==> src/rtl/uart_frame_tx.sv <==
// UART transmitter: start, 8 data bits LSB-first, optional even parity, stop, with a one-entry holding buffer.
// Define UART_TX_PARITY_EN for the 11-bit frame with parity; leave it undefined for the 10-bit frame.
module uart_frame_tx #(
  parameter int CLK_PER_BIT = 16,
  parameter int DATA_W      = 8
) (
  input  logic              clk_1M8,
  input  logic              rst_n,
  input  logic [DATA_W-1:0] tx_data,
  input  logic              tx_valid,
  output logic              tx_ready,
  output logic              txd,
  output logic              tx_busy,
  output logic              frame_done
);

  if (DATA_W != 8 || CLK_PER_BIT < 2 || CLK_PER_BIT > 255) begin : g_bad_param
    $error("uart_frame_tx: DATA_W must be 8 and CLK_PER_BIT must be 2..255");
  end

`ifdef UART_TX_PARITY_EN
  typedef enum logic [2:0] {IDLE, START, DATA, PARITY, STOP} state_t;
`else
  typedef enum logic [2:0] {IDLE, START, DATA, STOP} state_t;
`endif

  localparam logic [7:0] BAUD_LAST = 8'(CLK_PER_BIT - 1);
  localparam logic [7:0] BAUD_PRE  = 8'(CLK_PER_BIT - 2);
  localparam logic [2:0] BIT_LAST  = 3'(DATA_W - 1);

  state_t            state;
  logic [7:0]        baud_cnt;
  logic [2:0]        bit_cnt;
  logic [DATA_W-1:0] hold_q;
  logic [DATA_W-1:0] shift_q;
`ifdef UART_TX_PARITY_EN
  logic              par_q;
`endif

  logic bit_end;
  logic load;

  // tx_ready low means the holding buffer is full; it drains in IDLE or at the end of STOP.
  assign bit_end = (baud_cnt == BAUD_LAST);
  assign load    = !tx_ready && ((state == IDLE) || ((state == STOP) && bit_end));

  // NOTE: every register here, data included, is cleared by the async reset so a mid-frame
  // reset leaves no stale byte behind; all state updates use non-blocking assignments.
  always_ff @(posedge clk_1M8 or negedge rst_n) begin
    if (!rst_n) begin
      state      <= IDLE;
      baud_cnt   <= '0;
      bit_cnt    <= '0;
      hold_q     <= '0;
      shift_q    <= '0;
`ifdef UART_TX_PARITY_EN
      par_q      <= 1'b0;
`endif
      tx_ready   <= 1'b1;
      txd        <= 1'b1;
      tx_busy    <= 1'b0;
      frame_done <= 1'b0;
    end else begin
      frame_done <= (state == STOP) && (baud_cnt == BAUD_PRE);

      if (tx_valid && tx_ready) begin
        hold_q   <= tx_data;
        tx_ready <= 1'b0;
      end

      if (load) begin
        state    <= START;
        shift_q  <= hold_q;
`ifdef UART_TX_PARITY_EN
        par_q    <= ^hold_q;
`endif
        tx_ready <= 1'b1;
        txd      <= 1'b0;
        tx_busy  <= 1'b1;
        baud_cnt <= '0;
        bit_cnt  <= '0;
      end else if (state != IDLE) begin
        if (!bit_end) begin
          baud_cnt <= baud_cnt + 8'd1;
        end else begin
          baud_cnt <= '0;
          unique case (state)
            START: begin
              state <= DATA;
              txd   <= shift_q[0];
            end
            DATA: begin
              if (bit_cnt == BIT_LAST) begin
`ifdef UART_TX_PARITY_EN
                state <= PARITY;
                txd   <= par_q;
`else
                state <= STOP;
                txd   <= 1'b1;
`endif
              end else begin
                bit_cnt <= bit_cnt + 3'd1;
                shift_q <= shift_q >> 1;
                txd     <= shift_q[1];
              end
            end
`ifdef UART_TX_PARITY_EN
            PARITY: begin
              state <= STOP;
              txd   <= 1'b1;
            end
`endif
            STOP: begin
              state   <= IDLE;
              tx_busy <= 1'b0;
            end
            default: state <= IDLE;
          endcase
        end
      end
    end
  end

endmodule

==> config.mk <==
export PLATFORM = sky130hd
export DESIGN_NAME = uart_frame_tx
export DESIGN_NICKNAME = d
export VERILOG_FILES = /design/src/rtl/uart_frame_tx.sv
export SDC_FILE = /design/constraint.sdc
export NUM_CORES = 1
export LEC_CHECK = 0
export ABC_AREA = 1
export ABC_CLOCK_PERIOD_IN_PS = 1890
export CAP_MARGIN = 20
export CORE_MARGIN = 10
export CORE_UTILIZATION = 56
export DETAILED_ROUTE_END_ITERATION = 12
export PLACE_DENSITY = 0.78
export SETUP_SLACK_MARGIN = 0.05
export SYNTH_ARGS = -nofsm -noshare
export SYNTH_HDL_FRONTEND = slang
export SYNTH_SLANG_ARGS = --single-unit
==> constraint.sdc <==
create_clock -name clk_1M8 -period 1.89 [get_ports clk_1M8]
set_input_delay 0.189 -clock clk_1M8 [delete_from_list [all_inputs] [get_ports clk_1M8]]
set_output_delay 0.189 -clock clk_1M8 [all_outputs]
set_load 0.01 [all_outputs]
* Yosys cells after proc, flatten, opt, wreduce, memory -nomap -nowiden
Cells that the tools add are included.
** Operators by class
- Multiplexer cells :: 29
- Multiply operators :: 0
- Add/subtract/negate cells :: 2
- Bitwise operators :: 0
- $lt $le $gt $ge :: 0
- Equal/unequal tests :: 8
- Shift-type cells :: 0
- Divide/modulo/power cells :: 0
- Reductions and logical operators :: 18
** Operators by type and width (number)
- 8-bit 2-to-1 mux :: 8
- 3-bit 2-to-1 mux :: 9
- 8-bit by 4-bit == test with 1-bit output (second input constant) :: 2
- 1-bit 2-to-1 mux :: 10
- 2-bit nonzero test :: 5
- 3-bit AND reduction :: 3
- 8-bit by 1-bit adder with 8-bit output (second input constant) :: 1
- 3-bit by 2-bit == test with 1-bit output (second input constant) :: 2
- 3-bit one-hot mux with 2 select lines :: 1
- 3-bit nonzero test :: 2
- 1-bit logical AND :: 4
- 4-bit AND reduction :: 1
- 3-bit by 1-bit adder with 3-bit output (second input constant) :: 1
- 3-bit by 1-bit == test with 1-bit output (second input constant) :: 1
- 3-bit == test (second input constant) :: 1
- 3-bit zero test :: 1
- 3-bit inequality test (second input constant) :: 1
- 2-bit inequality test (second input constant) :: 1
- 1-bit one-hot mux with 2 select lines :: 1
- 1-bit zero test :: 1
- 1-bit logical OR :: 1
** Storage, ports and cells
- Memories kept :: 0
- ROM bits :: 0
- Register bits after elaboration :: 34
- Input port bits :: 11
- Output and inout port bits :: 4
- Logic and storage cells :: 66
- Bits in latches :: 0
- RAM bits :: 0

* Depth between registers and ports, before layout
Gate-level depths: netlist (run 1).
- Depth after elaboration :: 6
- Gate-level depth with buffers :: 11
- Depth with buffers taken out :: 11

* Worst setup path before layout (run 1)
No wires, ideal clock.
- Path kind :: reg2reg
- Start point :: register state[0]
- End point :: register bit_cnt[1]
- Cell stages (with the launch flop) :: 10
- Library setup time :: 0.121 ns
- Arrival :: 1.376 ns
- Period minus slack after synthesis :: 1.497 ns
- Path buffers :: 1
- Data required time :: 1.769 ns
- Setup slack :: 0.393 ns
- Cells stage by stage :: dfrtp_1 inv_1 ha_1 nand2_1 inv_1 nor2_8 nand2_4 buf_6 nand2_2 o21ai_1
** On the way
- Word-level cells in the longest chain between the ends :: 6
- Elaborated cells on any way between the ends :: 13
- Those cells by class :: eq/ne: 3; mux: 1; reduce/logical: 9
** RTL lines
- start: declaration :: RTL line 31 : state_t state;
- start signal: assignment :: RTL line 51 : state <= IDLE;
- start signal: assignment :: RTL line 72 : state <= START;
- start signal: assignment :: RTL line 89 : state <= DATA;
- 3-bit by 2-bit == test with 1-bit output :: RTL line 45 : assign load = !tx_ready && ((state == IDLE) || ((state == STOP) && bit_end));
- 1-bit logical AND :: RTL line 45
- 1-bit logical OR :: RTL line 45
- 1-bit logical AND :: RTL line 45
- 2-bit inequality test (no source line) or 2-bit nonzero test (tied branches)
- 4-bit AND reduction (no source line)
- end signal: assignment :: RTL line 102 : bit_cnt <= bit_cnt + 3'd1;
- end: declaration :: RTL line 33 : logic [2:0] bit_cnt;
Several ways; a longest one is shown, not always the timed one.
A chain may end at the register's enable or synchronous reset.

* Worst setup path after layout (run 1)
- Start point :: register state[0]
- End point :: register shift_q[4]
** On the way
- Word-level cells in the longest chain between the ends :: 6
- Elaborated cells on any way between the ends :: 13
- Those cells by class :: eq/ne: 3; mux: 1; reduce/logical: 9
** RTL lines
- 3-bit by 2-bit == test with 1-bit output :: RTL line 45
- 1-bit logical AND :: RTL line 45
- 1-bit logical OR :: RTL line 45
- 1-bit logical AND :: RTL line 45
- 2-bit inequality test (no source line) or 2-bit nonzero test (tied branches)
- 4-bit AND reduction (no source line)
- end signal: assignment :: RTL line 73 : shift_q <= hold_q;
- end signal: assignment :: RTL line 103 : shift_q <= shift_q >> 1;
- end: declaration :: RTL line 35 : logic [DATA_W-1:0] shift_q;
Several ways; a longest one is shown, not always the timed one.

==> results.yml, run 1 <==
sta:
  setup_tns_ns: 0
  setup_viol: 0
  layout_worst_path_cycle_share: 0.8888
  clock.fmax_ghz: 0.5953
  relSlewSlack: 0.7317
  timing.hold.ws_ns: 0.2215
  skew_ns: 0.01848
  fin_crit_ns: 1.680
  rsz0062_at_grt: "false"
  finalMaxSlewViolations: 0
  hold_viol_final: 0
  worst_pin_slew_ns: 0.4024
critical_path:
  crit_fanout: 13
  startpoint: "state[0]"
  r2r_start: "state[0]"
  reg2reg_to: "shift_q[4]"
  arrival_ns: 1.96
  r2r_setup_slack_ns: 0.21
  required_ns: 2.17
  r2r_cells: 9
  crit_type: "flip-flop to flip-flop"
  startpoint_type: "flip-flop"
  crit_path_end_kind: "flip-flop"
routing:
  num_vias: 1241
  ant_nets: 0
  drc: 0
  post_drt_wl_per_cell_um: 13.12
  drt_iter0_drc: 115
  routed_via_density: 5.171
  drt-pass1-iter-count: 4
  wl_um: 3148
cts:
  cts.sinks: 33
  cts_buffers: 5
  insertion_delay_ns: 0.35
  clk_path_buf_depth: 2
  cts-root-buf: "clkbuf_4"
  cts_tree: "yes"
  clk_pin_slew_ns: 0.11
  ctsResizeCount: 0
  htree_num_levels: 2
outcome:
  status: "complete, no violations"
floorplanning:
  die_area_um2: 5607
  start_util: 0.5962
  rows: 19
  core_um2: 2829
  chipWidth_um: 74.88
  io_pins: 15
  die_h_um: 74.88
synth:
  ys_ff_latch: 33
  synth_area_um2: 1687
  synth_nets: 206
  ys_warn_count: 0
  netlist_instances: 187
  syn_avg_cell_area_um2: 9.019
  synth.distinct_cells: 23
  yosysSeqAreaShare: 0.4911
grt:
  grt_max_degree: 34
  grt_usage: 0.1253
  grt_pass1_wl_um: 5478
  grt_pass1_vias: 1224
  antenna_found_initial: 0
  gr-total-overflow: 0
job:
  maxCapViolations: 0
final_layout:
  fill_cells: 211
  diodes: 0
  area_growth_pct: 14.32
  layout_commonest_cell: "nand2_1"
  layout_common_cells: "58 x nand2_1, 31 x dfrtp_1, 16 x inv_1, 16 x nor2_1, 15 x nand3_1"
  layout-drive-gt1-share: 0.1627
  fin_util: 0.6816
  stdcell_count: 240
  nNetsFinal: 227
power:
  ir_drop_uv: 939.3
  powerDensity_nw_per_um2: 1502
  p_leak_nw: 0.9862
placed_design:
  hpwl_um: 2354
  place.gp.congestion: 0.7881
  dp.cells: 231
  port_buffers: 14
min_path:
  hp-class: "primary input to async pin"
==> stage by stage <==
step | power (mW) | instance area, um2 | worst slack (ns)
3_3_place_gp | 2.365 | 1851 | 0.2300
4_1_cts | 2.888 | 1921 | 0.1930
6_report | 2.896 | 1928 | 0.2101
5_1_grt | 3.146 | 1928 | 0.04090
3_5_place_dp | 2.430 | 1851 | 0.2228
2_1_floorplan | 2.164 | 1687 | 0.3931
==> worst max path at each step <==
stage	to	slack (ns)	depth (start not counted)
2_1_floorplan	bit_cnt[1]	0.39	9
3_3_place_gp	shift_q[2]	0.23	11
3_5_place_dp	shift_q[0]	0.22	9
4_1_cts	shift_q[4]	0.19	9
5_1_grt	shift_q[4]	0.04	11
6_report	shift_q[4]	0.21	9
==> Yosys cell counts <==
cell type   n  area [um2]
nand2_1    58       217.7
dfrtp_1    31       775.7
inv_1      16       60.06
nor2_1     16       60.06
nand3_1    15       75.07
ha_1        8       100.1
mux2_2      8       90.09
o21ai_0     5       25.02
a21oi_1     4       20.02
nand2_4     4       45.04
xor2_1      4       35.03
buf_6       2       22.52
dfstp_2     2       52.55
inv_2       2       7.510
nand2_2     2       12.51
nor2_2      2       12.51
o21ai_1     2       10.01
clkinv_1    1       3.750
nand4_2     1       12.51
nor2_4      1       11.26
nor2_8      1       20.02
o21ai_2     1       8.760
xnor2_1     1       8.760
==> repair_timing <==
action,in CTS,in global routing
buffers inserted,0,1
hold buffers,0,0
setup endpoints to repair,0,7
==> sequential cells by signal (all words and copies together), names as in the netlist <==
name        cells
baud_cnt        8
bit_cnt         3
frame_done      1
hold_q          8
shift_q         8
state           2
tx_busy         1
tx_ready        1
txd             1
==> metal layers <==
metal / global-route usage / routed length [um]
met2: 0.1990 / 1451
met5: 0 / 0
met1: 0.1498 / 1478
met4: 0.04622 / 40
met3: 0.04993 / 179
==> area by class of cell <==
type | instances | area, um2 | share of cell area
tap | 31 | 38.79 | 0.02012
clock inverter | 1 | 5.005 | 0.002596
multi-input combinational | 133 | 764.5 | 0.3965
sequential | 33 | 828.3 | 0.4296
clock buffer | 7 | 65.06 | 0.03374
timing repair buffer | 16 | 155.1 | 0.08047
inverter | 19 | 71.32 | 0.03699
==> cell families (layout without fill, tap and decap cells) <==
group | count (synthesis) | in the layout | share of synthesized area
AO/OA/AOI/OAI | 12 | 12 | 0.03783
XOR/XNOR | 5 | 5 | 0.02596
adder cells (fa/ha/maj) | 8 | 8 | 0.05935
buffers and inverters | 21 | 43 | 0.05564
flip-flops | 33 | 33 | 0.4911
multiplexers | 8 | 8 | 0.05341
AND/OR/NAND/NOR | 100 | 100 | 0.2767
==> worst max-delay path: stages, from the launching register on <==
cell	delay, ns
dfrtp_1	0.42
inv_1	0.08
ha_1	0.25
nand2_1	0.14
inv_1	0.15
nor2_8	0.19
nand2_4	0.14
inv_2	0.13
nand2_1	0.07
nand2_1	0.06
==> report_power, final <==
group / switching (mW) / internal [mW]
combinational: 0.799 / 0.492
sequential: 0.176 / 0.970
clock: 0.243 / 0.215
total: 1.22 / 1.68
No activity file was read; power rests on OpenSTA's default activity.
==> run 2: changes to the inputs <==
--- a/config.mk
+++ b/config.mk
@@ -9,9 +9,9 @@
 export ABC_CLOCK_PERIOD_IN_PS = 1890
 export CAP_MARGIN = 20
 export CORE_MARGIN = 10
-export CORE_UTILIZATION = 56
+export CORE_UTILIZATION = 50
 export DETAILED_ROUTE_END_ITERATION = 12
-export PLACE_DENSITY = 0.78
+export PLACE_DENSITY = 0.71
 export SETUP_SLACK_MARGIN = 0.05
 export SYNTH_ARGS = -nofsm -noshare
 export SYNTH_HDL_FRONTEND = slang
==> results.yml, run 2 (synthesized netlist as in run 1, its figures left out) <==
outcome:
  status: "complete, no violations"
critical_path:
  cp_common_cell: "nand2_4"
  arrival_ns: 1.95
  startpoint: "baud_cnt[1]"
  r2r_setup_slack_ns: 0.22
  startpoint_type: "flip-flop"
  r2r_start: "baud_cnt[1]"
  slowest_delay_ns: 0.39
  crit_fanout: 15
  crit_path_top_delay_cell: "dfrtp_1"
  crit_path_end: "shift_q[4]"
  r2r_cells: 11
  reg2reg_to: "shift_q[4]"
  crit_chain: "ha_1, inv_1, nor2_4, nand4_2, nand2_4, nand2_4, nand2_4, nand2_4, inv_2, nand2_1, nand2_1"
  crit_type: "flip-flop to flip-flop"
  crit_path_end_kind: "flip-flop"
  required_ns: 2.17
cts:
  clk_pin_slew_ns: 0.10
  insertion_delay_ns: 0.34
  cts_tree: "yes"
  clk_path_buf_depth: 2
  cts_buffers: 5
  cts-root-buf: "clkbuf_4"
  ctsResizeCount: 0
  cts.sinks: 33
  htree_num_levels: 2
sta:
  fin_crit_ns: 1.670
  hold_viol_final: 0
  clock.fmax_ghz: 0.5988
  finalMaxSlewViolations: 0
  setup_tns_ns: 0
  worst_pin_slew_ns: 0.4004
  relSlewSlack: 0.7331
  setup_viol: 0
  skew_ns: 0.007181
  rsz0062_at_grt: "false"
  timing.hold.ws_ns: 0.2343
  layout_worst_path_cycle_share: 0.8836
min_path:
  hp-class: "primary input to async pin"
grt:
  grt_usage: 0.1097
  grt_pass1_vias: 1306
  antenna_found_initial: 0
  grt_max_degree: 34
  gr-total-overflow: 0
  grt_pass1_wl_um: 5595
job:
  maxCapViolations: 0
power:
  p_comb_frac: 0.481
  ir_drop_uv: 630.0
  pwr-share-clk: 0.130
  power_switching_mw: 1.232
  p_seq_frac: 0.389
  swShare: 0.4215
  p_leak_nw: 1.006
  p_int_mw: 1.691
  powerDensity_nw_per_um2: 1481
routing:
  routed_via_density: 4.904
  drt-pass1-iter-count: 4
  num_vias: 1280
  drc: 0
  wl_um: 3157
  drt_iter0_drc: 70
  ant_nets: 0
  post_drt_wl_per_cell_um: 12.10
final_layout:
  nNetsFinal: 233
  fin_util: 0.5960
  layout-drive-gt1-share: 0.1814
  multi_input_area_um2: 764.5
  top_regs: "baud_cnt x8, hold_q x8, shift_q x8"
  diodes: 0
  fill_cells: 311
  layout_commonest_cell: "nand2_1"
  layout_common_cells: "58 x nand2_1, 31 x dfrtp_1, 16 x inv_1, 16 x nor2_1, 15 x nand3_1"
  seq_area_um2: 828.3
  area_growth_pct: 16.99
floorplanning:
  chipWidth_um: 78.08
  die_area_um2: 6096
  rows: 21
  io_pins: 15
  core_um2: 3311
  start_util: 0.5094
  die_h_um: 78.08
placed_design:
  port_buffers: 14
  hpwl_um: 2286
  place.gp.congestion: 0.7850
[run 2: area by class of cell]
cell class / instances / share of cell area
multi-input cells: 133 / 0.3874
clock inverters: 2 / 0.005073
well taps: 46 / 0.02917
flip-flops and latches: 33 / 0.4198
clock buffers: 6 / 0.02093
inverters: 19 / 0.03614
repair buffers: 22 / 0.1015
[run 2: power groups by stage]
stage	Clock [mW]	Combinational (mW)	Sequential (mW)
after detailed placement	0	1.29	1.16
after global routing	0.429	1.60	1.16
after global placement	0	1.25	1.14
after CTS	0.392	1.30	1.14
after floorplan	0	1.05	1.11
final	0.381	1.41	1.14
[run 2: per-layer routing]
layer | GRT usage | part of all wire
met4 | 0.03763 | 0.014
met5 | 0 | 0
met1 | 0.1256 | 0.46
met2 | 0.1842 | 0.47
met3 | 0.04100 | 0.053
[run 2: worst min path at each step]
stage                     start           to  slack (ns)  cells past startpoint
final                     rst_n  baud_cnt[6]        0.23                      2
after global routing      rst_n   bit_cnt[1]        0.26                      2
after CTS                 rst_n  baud_cnt[4]        0.24                      2
after detailed placement    txd          txd        0.46                      2
after global placement      txd          txd        0.45                      2
after floorplan           rst_n  baud_cnt[0]       -0.11                      0
[run 2: stage by stage]
stage                     instances  total power [mW]  area [um2]  setup WS (ns)
final                           261             2.923        1973         0.2199
after global placement          247             2.385        1877         0.2237
after detailed placement        247             2.446        1877         0.1746
after CTS                       255             2.834        1928         0.1572
after global routing            261             3.190        1973        0.04575
after floorplan                 187             2.164        1687         0.3931
[run 2: repair_timing]
action,CTS,global route
hold buffers,0,0
endpoints found under the setup margin,0,9
buffers inserted,0,6
[run 2: worst max-delay path: cells and delay by family (launching register included)]
kind                     cells  cell delay [ns]
flip-flops                   1             0.39
buffers and inverters        2             0.20
AND/OR/NAND/NOR              8             0.85
adder cells (fa/ha/maj)      1             0.18
